[src/rtl/start_token_fifo_pkg.sv]
// ---------------------------------------------------------------------------
// start_token_fifo_pkg
//   Shared definitions for the start-token FIFO: address-width helper,
//   counter width, the reset polarity of the status flags and the encoding
//   of the per-cycle FIFO operation.
// ---------------------------------------------------------------------------
package start_token_fifo_pkg;

  // Default storage address width and the matching occupancy counter width.
  // The counter needs one extra bit so that it can hold the value DEPTH.
  localparam int ADDR_WIDTH_DEFAULT = 3;
  localparam int CNT_WIDTH          = ADDR_WIDTH_DEFAULT + 1;

  // Status flag values driven while (and right after) reset is applied.
  localparam logic FULL_N_RESET  = 1'b1;
  localparam logic EMPTY_N_RESET = 1'b0;

  // Operation performed in a cycle, encoded as {pop, push}.
  typedef enum logic [1:0] {
    OP_IDLE = 2'b00,
    OP_PUSH = 2'b01,
    OP_POP  = 2'b10,
    OP_BOTH = 2'b11
  } fifo_op_e;

  // Ceiling log2, used to validate ADDR_WIDTH against DEPTH.
  function automatic int clog2(input int value);
    int result;
    int rem;
    result = 0;
    rem    = value - 1;
    while (rem > 0) begin
      result = result + 1;
      rem    = rem >> 1;
    end
    return result;
  endfunction

  // Occupancy counter width for a given storage address width.
  function automatic int cnt_width(input int addr_width);
    return addr_width + 1;
  endfunction

endpackage

[src/rtl/start_token_srl.sv]
// ---------------------------------------------------------------------------
// start_token_srl
//   DEPTH x DATA_WIDTH shift-register storage. On a write every slot moves
//   up by one and slot 0 takes din; the read port is a plain combinational
//   mux selected by addr. No reset: contents only matter below the
//   controller's occupancy count.
//
// Ports
//   clk   in   rising-edge clock
//   we    in   shift enable (qualified push from the controller)
//   addr  in   read address, ADDR_WIDTH bits
//   din   in   token shifted into slot 0
//   dout  out  storage[addr]
// ---------------------------------------------------------------------------
module start_token_srl
  import start_token_fifo_pkg::*;
#(
  parameter int DATA_WIDTH = 1,
  parameter int ADDR_WIDTH = ADDR_WIDTH_DEFAULT,
  parameter int DEPTH      = 8
) (
  input  logic                  clk,
  input  logic                  we,
  input  logic [ADDR_WIDTH-1:0] addr,
  input  logic [DATA_WIDTH-1:0] din,
  output logic [DATA_WIDTH-1:0] dout
);

  localparam logic [ADDR_WIDTH:0] DEPTH_A = (ADDR_WIDTH + 1)'(DEPTH);

  logic [DATA_WIDTH-1:0] mem [DEPTH];

  always_ff @(posedge clk) begin
    if (we) begin
      mem[0] <= din;
      for (int i = 1; i < DEPTH; i++) begin
        mem[i] <= mem[i-1];
      end
    end
  end

  // Addresses at or above DEPTH only occur when the FIFO is empty (address
  // is don't-care then); return zero rather than reading past the array.
  assign dout = ({1'b0, addr} < DEPTH_A) ? mem[addr] : '0;

endmodule

[src/rtl/start_token_fifo.sv]
// ---------------------------------------------------------------------------
// start_token_fifo
//   Start-token FIFO between two dataflow processes. Producer side uses a
//   full_n / write handshake, consumer side a first-word-fall-through
//   empty_n / read handshake. This module owns the occupancy counter, the
//   storage read address and the registered status flags; tokens live in a
//   shift-register array (start_token_srl).
//
// Ports
//   clk                in   rising-edge clock
//   reset              in   synchronous, active-high
//   if_full_n          out  registered, 1 = space available
//   if_write_ce        in   write clock-enable
//   if_write           in   write request
//   if_din             in   token to push
//   if_empty_n         out  registered, 1 = if_dout valid
//   if_read_ce         in   read clock-enable
//   if_read            in   read request (pop)
//   if_dout            out  head token, fall-through
//   if_num_data_valid  out  registered occupancy, 0..DEPTH
// ---------------------------------------------------------------------------
module start_token_fifo
  import start_token_fifo_pkg::*;
#(
  parameter int DATA_WIDTH = 1,
  parameter int ADDR_WIDTH = ADDR_WIDTH_DEFAULT,
  parameter int DEPTH      = 8
) (
  input  logic                  clk,
  input  logic                  reset,
  output logic                  if_full_n,
  input  logic                  if_write_ce,
  input  logic                  if_write,
  input  logic [DATA_WIDTH-1:0] if_din,
  output logic                  if_empty_n,
  input  logic                  if_read_ce,
  input  logic                  if_read,
  output logic [DATA_WIDTH-1:0] if_dout,
  output logic [ADDR_WIDTH:0]   if_num_data_valid
);

  localparam int               CNT_W     = cnt_width(ADDR_WIDTH);
  localparam logic [CNT_W-1:0] DEPTH_CNT = CNT_W'(DEPTH);
  localparam logic [CNT_W-1:0] ONE_CNT   = CNT_W'(1);
  localparam logic [CNT_W-1:0] ZERO_CNT  = '0;

  if (ADDR_WIDTH != clog2(DEPTH) || DEPTH < 2 || DEPTH > (1 << ADDR_WIDTH))
  begin : g_param_check
    $error("start_token_fifo: ADDR_WIDTH must equal clog2(DEPTH), DEPTH in 2..2**ADDR_WIDTH");
  end

  logic [CNT_W-1:0]      used;
  logic [CNT_W-1:0]      used_next;
  logic [ADDR_WIDTH-1:0] rd_addr;
  logic                  push;
  logic                  pop;
  fifo_op_e              op;

  // Requests are qualified only by the registered flags, so neither side
  // sees a combinational path from the other side's request.
  assign push = if_write & if_write_ce & if_full_n;
  assign pop  = if_read  & if_read_ce  & if_empty_n;
  assign op   = fifo_op_e'({pop, push});

  // Simultaneous push and pop keeps the count: the shift moves the
  // next-oldest token into slot used-1, which is exactly the new head.
  always_comb begin
    used_next = used;
    unique case (op)
      OP_PUSH: used_next = used + ONE_CNT;
      OP_POP:  used_next = used - ONE_CNT;
      default: used_next = used;
    endcase
  end

  // ---- registered state: counter and status flags from next-state count ----
  always_ff @(posedge clk) begin
    if (reset) begin
      used              <= ZERO_CNT;
      if_full_n         <= FULL_N_RESET;
      if_empty_n        <= EMPTY_N_RESET;
      if_num_data_valid <= ZERO_CNT;
    end else begin
      used              <= used_next;
      if_full_n         <= (used_next != DEPTH_CNT);
      if_empty_n        <= (used_next != ZERO_CNT);
      if_num_data_valid <= used_next;
    end
  end

  // Head token sits at slot used-1; when empty the wrapped address is unused.
  assign rd_addr = ADDR_WIDTH'(used - ONE_CNT);

  start_token_srl #(
    .DATA_WIDTH (DATA_WIDTH),
    .ADDR_WIDTH (ADDR_WIDTH),
    .DEPTH      (DEPTH)
  ) u_srl (
    .clk  (clk),
    .we   (push),
    .addr (rd_addr),
    .din  (if_din),
    .dout (if_dout)
  );

  // The counter must never wrap in either direction.
  always_ff @(posedge clk) begin
    if (!reset) begin
      assert (!(push && used == DEPTH_CNT));
      assert (!(pop && used == ZERO_CNT));
      assert (used <= DEPTH_CNT);
    end
  end

endmodule

[config.mk]
export PLATFORM = sky130hd
export DESIGN_NAME = start_token_fifo
export DESIGN_NICKNAME = d
export VERILOG_FILES = /design/src/rtl/start_token_fifo_pkg.sv /design/src/rtl/start_token_srl.sv /design/src/rtl/start_token_fifo.sv
export SDC_FILE = /design/constraint.sdc
export NUM_CORES = 1
export LEC_CHECK = 0
export ABC_AREA = 1
export BUFFER_PORTS_ARGS = -buffer_cell sky130_fd_sc_hd__buf_2
export CORE_MARGIN = 2
export CORE_UTILIZATION = 46
export CTS_CLUSTER_DIAMETER = 80
export DETAILED_ROUTE_END_ITERATION = 10
export PLACE_DENSITY = 0.8
export SYNTH_ARGS = -nofsm -noshare
export SYNTH_HDL_FRONTEND = slang
export SYNTH_SLANG_ARGS = --single-unit
[constraint.sdc]
create_clock -name clk -period 1.5 [get_ports clk]
set_clock_uncertainty 0.2 [all_clocks]
set_input_delay 0.075 -clock clk [delete_from_list [all_inputs] [get_ports clk]]
set_output_delay 0.075 -clock clk [all_outputs]
set_load 0.02 [all_outputs]
# ---- Word level (Yosys, flattened, before mapping)
# Memories as Yosys holds them, arrays and structs flattened.
# Index checks and enable logic that the tools add are counted.
dict set report totals {
  out_inout_bits 7
  register_bits 6
  elab_cells 17
  ramBits 8
  n_memories 1
  input_bits 7
}
dict set report op_classes {
  n_bitwise 4
  addsub 2
  n_eq_ne 3
  n_mux 3
  n_reduce_logical 1
}
# memory depth word_bits read_ports rd_ports_with_merged_regs wr line_no
set memory_table {}
lappend memory_table {u_srl.mem 8 1 8 0 8 start_token_srl.sv:31} ;# logic [DATA_WIDTH-1:0] mem [DEPTH];
# operator n
set ops {}
lappend ops {{$pmux W4 S2} 1}
lappend ops {{$add A4 B1 Y4 const B} 1}
lappend ops {{$and A1 B1 Y1} 4}
lappend ops {{$ne A4 B4 Y1 const B} 1}
lappend ops {{$reduce_bool A4 Y1} 1}
lappend ops {{$sub A4 B1 Y4 const B} 1}
lappend ops {{$eq A2 B1 Y1 const B} 1}
lappend ops {{$eq A2 B2 Y1 const B} 1}
lappend ops {{$mux W1} 2}

# ---- Longest topological paths before layout
# Gate-level depths: netlist of the first run.
dict set report depth {
  word_depth 5
  mapped_depth 11
  ltp_nobuf 10
}

# ---- Modules after synthesis
# From an unflattened synthesis of the first run, not the netlist that was laid out.
dict set report hier_totals {
  cells_unflattened 99
  hier_area_um2 772.0
}
# mod seq_area_each_um2 cells_per_inst n_inst area_per_inst_um2
set modules_own_cells {}
lappend modules_own_cells {start_token_fifo 120.1 63 1 421.7}
lappend modules_own_cells {start_token_srl 240.2 36 1 350.3}

# ---- Worst setup path after synthesis of the first run
# OpenSTA, ideal clock, no wires.
dict set report synth_timing {
  kind {register -> output}
  from {register used[0]}
  to {output port if_dout}
  arrival_time_ps 1628
  stages_incl_launch_ff 7
  t_required_ps 1225
  n_path_buf 1
  setup_slack_ps -403
  cell_sequence {dfxtp_1 > buf_6 > inv_4 > ha_1 > o21ai_0 > o21a_1 > a21oi_1}
}
dict set report synth_between {
  elab_chain_len 2
}
# item line_no
set synth_rtl {}
lappend synth_rtl {{from (decl)} start_token_fifo.sv:52} ;# logic [CNT_W-1:0] used;
lappend synth_rtl {{from (signal assigned)} start_token_fifo.sv:84} ;# used <= used_next;
lappend synth_rtl {{$sub A4 B1 Y4} start_token_fifo.sv:92} ;# assign rd_addr = ADDR_WIDTH'(used - ONE_CNT);
lappend synth_rtl {{$mem_v2 Z8 W1} -}
lappend synth_rtl {{to (decl)} start_token_fifo.sv:38} ;# output logic [DATA_WIDTH-1:0] if_dout,
# Every way passes these cells.

# ---- Worst setup path in the final report of the first run
# Same ends and word-level chain as after synthesis.

==> results_dict.tcl, run 1 <==
set metrics [dict create \
    synth-seq-cells 14 \
    dp_cells 120 \
    final_area_sq_mm 0.00101 \
    cts.sinks 14 \
    max_stage_delay_ps 390 \
    drt_first_pass_iters 4 \
    final_cells 128 \
    cts_max_level 1 \
    crit_slowest_cell "dfxtp_4" \
    pre_cts_ws_ps -84.2 \
    wl_per_cell_um 14.3 \
    total_power_mw 1.20 \
    power_density_mw_per_mm2 1190 \
    hp-class "in2reg" \
    diodes 0 \
    cp-end-kind "primary output" \
    synth_warnings 0 \
    io_buffer_count 13 \
    vias_per_cell 5.46 \
    cts-buffers-inserted 3 \
    drt_iter0_drc 26 \
    nets 124 \
    grt_max_degree 11 \
    grt_pass1_vias 650 \
    post_route_cells_drive_above_1_share_pct 45.5 \
    grt_pass1_wl_mm 3.03 \
    grt_usage_pct 22.5 \
    setup_ws_ps -299 \
    core_sq_mm 0.00149 \
    wl_mm 1.83 \
    required_ps 1220 \
    setup_viol 4 \
    rows 14 \
    relSlewSlack_pct 83.2 \
    vias 699 \
    crit_type "reg2out" \
    insertion_delay_ps 290 \
    area_delta_synth_final_pct 39.6 \
    die-width_um 43.7 \
    fillerInstances 97 \
    path_cells "inv_6 > ha_4 > o21ai_1 > o21a_1 > a21oi_4 > buf_6" \
    root_buffer "clkbuf_4" \
    antenna_left 0 \
    die-area_sq_mm 0.00191 \
    timing.fmax_ghz 0.556 \
    cp_max_fo 5 \
    clk_path_buf_depth 2 \
    rsz0062_at_grt "yes" \
    worst-path-buf-inv 2 \
    slew_viol_final 0 \
    irDropWorstVdd_v 0.000786 \
    worstPathArrival_ps 1520 \
    placed_area_sq_um 911 \
    start_util_pct 48.6 \
    min_period_ps 1800 \
    yosysUniqueCellTypes 19 \
    synth_seq_area_share_pct 49.8 \
    place_hpwl_mm 1.20 \
    grt_overflow 0 \
    die_h_um 43.7 \
    hold_ws_ps 139 \
    critPathLaunchType "flip-flop" \
    cts_tree "done" \
    finalHoldViolations 0 \
    gp_congestion 0.914 \
    power.leakage_nw 0.457 \
    maxCapViolations 0 \
    worst_pin_slew_ps 251 \
    synth.avg_cell_area_sq_um 8.41 \
    violations "negative setup slack" \
    synth_fp_nets 97 \
    crit_family "compound AO/OA/AOI/OAI gates" \
    synthesis.area_sq_um 723 \
    postSynthCellCount 86 \
    antenna_found_initial 0 \
    io_pins 14 \
    path_clk_slew_ps 80 \
    drc 0 \
    timing.final.crit_share_pct 120 \
    status "finished, violations left" \
]
==> synth_stat cells (all sizes together) <==
cell type | n | area share (%)
buf | 1 | 1.6
nand3 | 11 | 7.6
nand2 | 20 | 11
nor2 | 11 | 6.1
edfxtp | 8 | 33
nand4 | 2 | 1.7
a21oi | 4 | 3.3
o21a | 1 | 1.0
ha | 4 | 6.9
o21ai | 6 | 4.7
dfxtp | 6 | 17
inv | 12 | 6.6
==> kinds of logic (layout without fill, tap and decap cells) <==
| family | after synthesis | count (layout) | synth area share, % |
|---|---|---|---|
| AND/OR/NAND/NOR | 44 | 44 | 26.1 |
| buffers and inverters | 13 | 39 | 8.13 |
| AO/OA/AOI/OAI | 11 | 11 | 9.00 |
| flip-flops | 14 | 14 | 49.8 |
| adder cells (fa/ha/maj) | 4 | 4 | 6.92 |
==> metrics by stage <==
step,setup TNS (ps),util (%)
final,-502,67.8
after global routing,-814,67.8
after CTS,-507,66.1
after detailed placement,-143,61.2
after global placement,-35.3,61.2
after floorplan,-123,-
==> final timing paths <==
kind           startpoint      endpoint  slack, ps  depth (start not counted)
max               used[0]       if_dout       -300                          6
min reg2reg  u_srl.mem[1]  u_srl.mem[2]        260                          0
min           if_write_ce       used[0]        140                          5
max reg2reg       used[0]    if_empty_n       -110                         10
==> layout make-up <==
| class | instances | area [sq um] | share of cell area, % |
|---|---|---|---|
| well taps | 16 | 20.0 | 1.98 |
| clock inverters | 1 | 3.75 | 0.372 |
| repair buffers | 23 | 164 | 16.2 |
| inverters | 12 | 52.6 | 5.20 |
| multi-input cells | 59 | 379 | 37.5 |
| clock buffers | 3 | 22.5 | 2.23 |
| flip-flops and latches | 14 | 368 | 36.4 |
==> timing repair <==
| item | 4_1_cts | 5_1_grt |
|---|---|---|
| pin swaps | 4 | 9 |
| endpoints found under the setup margin | 4 | 6 |
| setup buffers | 2 | 0 |
| gates resized for setup | 7 | 11 |
| hold buffers | 2 | 0 |
| hold endpoints to repair | 7 | 0 |
==> report_power, final <==
group	switching [mW]	internal (mW)	total (mW)
sequential	0.0338	0.450	0.484
combinational	0.279	0.212	0.491
clock	0.128	0.0968	0.225
total	0.441	0.759	1.20
==> placed cells by master (no fill, tap or decap), types with 2 or more instances in the layout <==
master,synthesis,routed
clkbuf_4,0,3
nand2_1,19,17
nand4_1,2,2
dfxtp_1,6,2
nand3_2,0,2
a21oi_2,1,2
o21ai_1,1,5
nand3_1,11,8
buf_2,0,12
nand2_2,1,3
dlygate4sd3_1,0,2
nor2_1,10,8
ha_4,0,2
nor2_2,1,3
buf_4,0,7
inv_2,1,5
dfxtp_2,0,3
edfxtp_1,8,8
inv_1,10,5
==> routing by layer <==
layer,wire length (um),part of all wire [%],vias to the layer above,global-route usage [%]
met1,797,44,324,28.9
met3,85,4.7,5,5.00
li1,-,-,337,-
met5,0,0,-,0
met4,50,2.7,0,12.7
met2,892,49,33,35.0
==> state kept, by name (all words and copies together) (netlist names) <==
| register | flops |
|---|---|
| u_srl.mem | 8 |
| if_full_n | 1 |
| used | 4 |
| if_empty_n | 1 |
==> tightest hold or removal path, cell delays in order <==
cell	delay, ps
buf_2	120
nand3_4	70
ha_4	150
o21ai_2	60
a21oi_1	110
(Power assumes the default switching activity.)
==> inputs of run 2 (changes only) <==
- CORE_UTILIZATION: 46 -> 51
- PLACE_DENSITY: 0.8 -> 0.84
- clock period: 1.5 -> 1.7 ns (I/O delays scaled with it)
==> run 2 against run 1 <==
Net effect:
- the flow still finishes with violations (negative setup slack)
- power shrank 20%
- register-to-register slack gained 220 ps
- first-iteration DRC count shrank 54%
- critical path type unchanged
- die area shrank 8.9%
- largest cell class is now flip-flops and latches
- clock power shrank 13%
- sequential cell count is the same
- critical endpoint unchanged
- cell area shrank 9.0%
- critical path depth is the same
- largest power group is now sequential cells
- non-clock buffer count shrank 4
- setup slack gained 250 ps
- hold slack gained 90 ps
==> results_dict.tcl, run 2 (synthesis gave the netlist of run 1 again) <==
set metrics [dict create \
    power.leakage_nw 0.431 \
    cp-end-kind "primary output" \
    required_ps 1410 \
    min_from "if_write_ce" \
    die-area_sq_mm 0.00174 \
    setup_viol 1 \
    crit_slowest_cell "dfxtp_2" \
    slew_viol_final 0 \
    grt_pass1_vias 589 \
    grt_max_degree 11 \
    place_hpwl_mm 1.09 \
    nets 120 \
    hold_ws_ps 228 \
    drt_first_pass_iters 4 \
    cts.sinks 14 \
    grt_overflow 0 \
    worst_pin_slew_ps 227 \
    wl_per_cell_um 12.5 \
    r2r_start "if_full_n" \
    finalHoldViolations 0 \
    diodes 0 \
    path_cells "inv_4 > ha_4 > o21ai_2 > o21a_1 > a21oi_2 > buf_4" \
    wl_mm 1.54 \
    irDropWorstVdd_v 0.000544 \
    power_density_mw_per_mm2 1050 \
    largest_reg_flops 8 \
    area_delta_synth_final_pct 27.0 \
    post_cts_buffers 0 \
    cts_tree "done" \
    clk_path_buf_depth 2 \
    critPathLaunchType "flip-flop" \
    antenna_left 0 \
    timing.final.crit_share_pct 103 \
    rows 13 \
    insertion_delay_ps 280 \
    io_buffer_count 13 \
    maxCapViolations 0 \
    grt_usage_pct 18.3 \
    final_cells 123 \
    path_clk_slew_ps 80 \
    die_h_um 41.7 \
    core_sq_mm 0.00132 \
    post_route_cells_drive_above_1_share_pct 34.3 \
    startpoint "used[0]" \
    cts_max_level 1 \
    rsz0062_at_grt "yes" \
    r2r_cells 9 \
    vias 629 \
    timing.fmax_ghz 0.571 \
    crit_type "reg2out" \
    drc 0 \
    grt_pass1_wl_mm 2.47 \
    violations "negative setup slack" \
    cts-buffers-inserted 3 \
    vias_per_cell 5.11 \
    setup_ws_ps -51.2 \
    dp_cells 117 \
    min_period_ps 1750 \
    worstPathArrival_ps 1470 \
    hp-class "in2reg" \
    top_register "u_srl.mem" \
    max_stage_delay_ps 360 \
    gp_congestion 0.888 \
    die-width_um 41.7 \
    layout_common_cells "nand2_1, buf_2, nand3_1, nor2_1" \
    antenna_found_initial 0 \
    holdPathStages 5 \
    status "finished, violations left" \
    io_pins 14 \
    relSlewSlack_pct 84.9 \
    drt_iter0_drc 12 \
    root_buffer "clkbuf_4" \
    cp_max_fo 6 \
    start_util_pct 54.9 \
    top_regs "u_srl.mem (8), used (4)" \
    layout_commonest_cell "nand2_1" \
]
-- run 2: path summary, 6_finish.rpt --
kind                                      to  slack [ps]
worst max-delay path                 if_dout         -50
worst min-delay path               if_full_n         230
worst max register to register    if_empty_n         110
worst min register to register  u_srl.mem[4]         260
-- run 2: worst max-delay path: cells and delay by family, from the launching register on --
kind                       cells  cell delay, ps
DFF                            1             360
AOI/OAI and AO/OA              3             350
adders and majority gates      1             280
buffers and inverters          2             180
-- run 2: through the flow --
stage / utilization [%] / area [sq um] / setup WS, ps / setup TNS, ps / power, mW
2_1_floorplan: - / 731 / -14.9 / -14.9 / 0.646
3_5_place_dp: 63.2 / 833 / 41.8 / 0 / 0.732
6_report: 69.7 / 918 / -51.2 / -51.2 / 0.964
3_3_place_gp: 63.2 / 833 / 38.9 / 0 / 0.728
4_1_cts: 68.2 / 898 / -60.3 / -60.3 / 0.948
5_1_grt: 69.7 / 918 / -162 / -162 / 1.02
-- run 2: where the power goes --
group	internal (mW)	switching, mW	leakage [nW]
Clock	0.0853	0.111	0.0154
Sequential	0.396	0.0249	0.125
Combinational	0.142	0.206	0.291
Total	0.623	0.341	0.431
-- run 2: metal layers --
layer | wire length, um | share of wire [%] | track usage, %
met5 | 0 | 0 | 0
met4 | 29 | 1.9 | 7.74
met3 | 68 | 4.4 | 2.61
met2 | 725 | 47 | 30.0
met1 | 716 | 47 | 24.0
-- run 2: timing repair --
action | CTS | global route
gates resized for setup | 7 | 5
hold endpoints to repair | 7 | 0
hold buffers | 2 | 0
pin swaps | 4 | 2
endpoints found under the setup margin | 1 | 3
gates cloned | 0 | 0
-- run 2: area by class of cell --
cell class / instances / area [sq um]
clock buffers: 3 / 22.5
clock inverters: 1 / 3.75
fillers: 105 / 399
inverters: 12 / 47.5
multi-input cells: 59 / 344
flip-flops and latches: 14 / 364
well taps: 15 / 18.8
repair buffers: 19 / 118
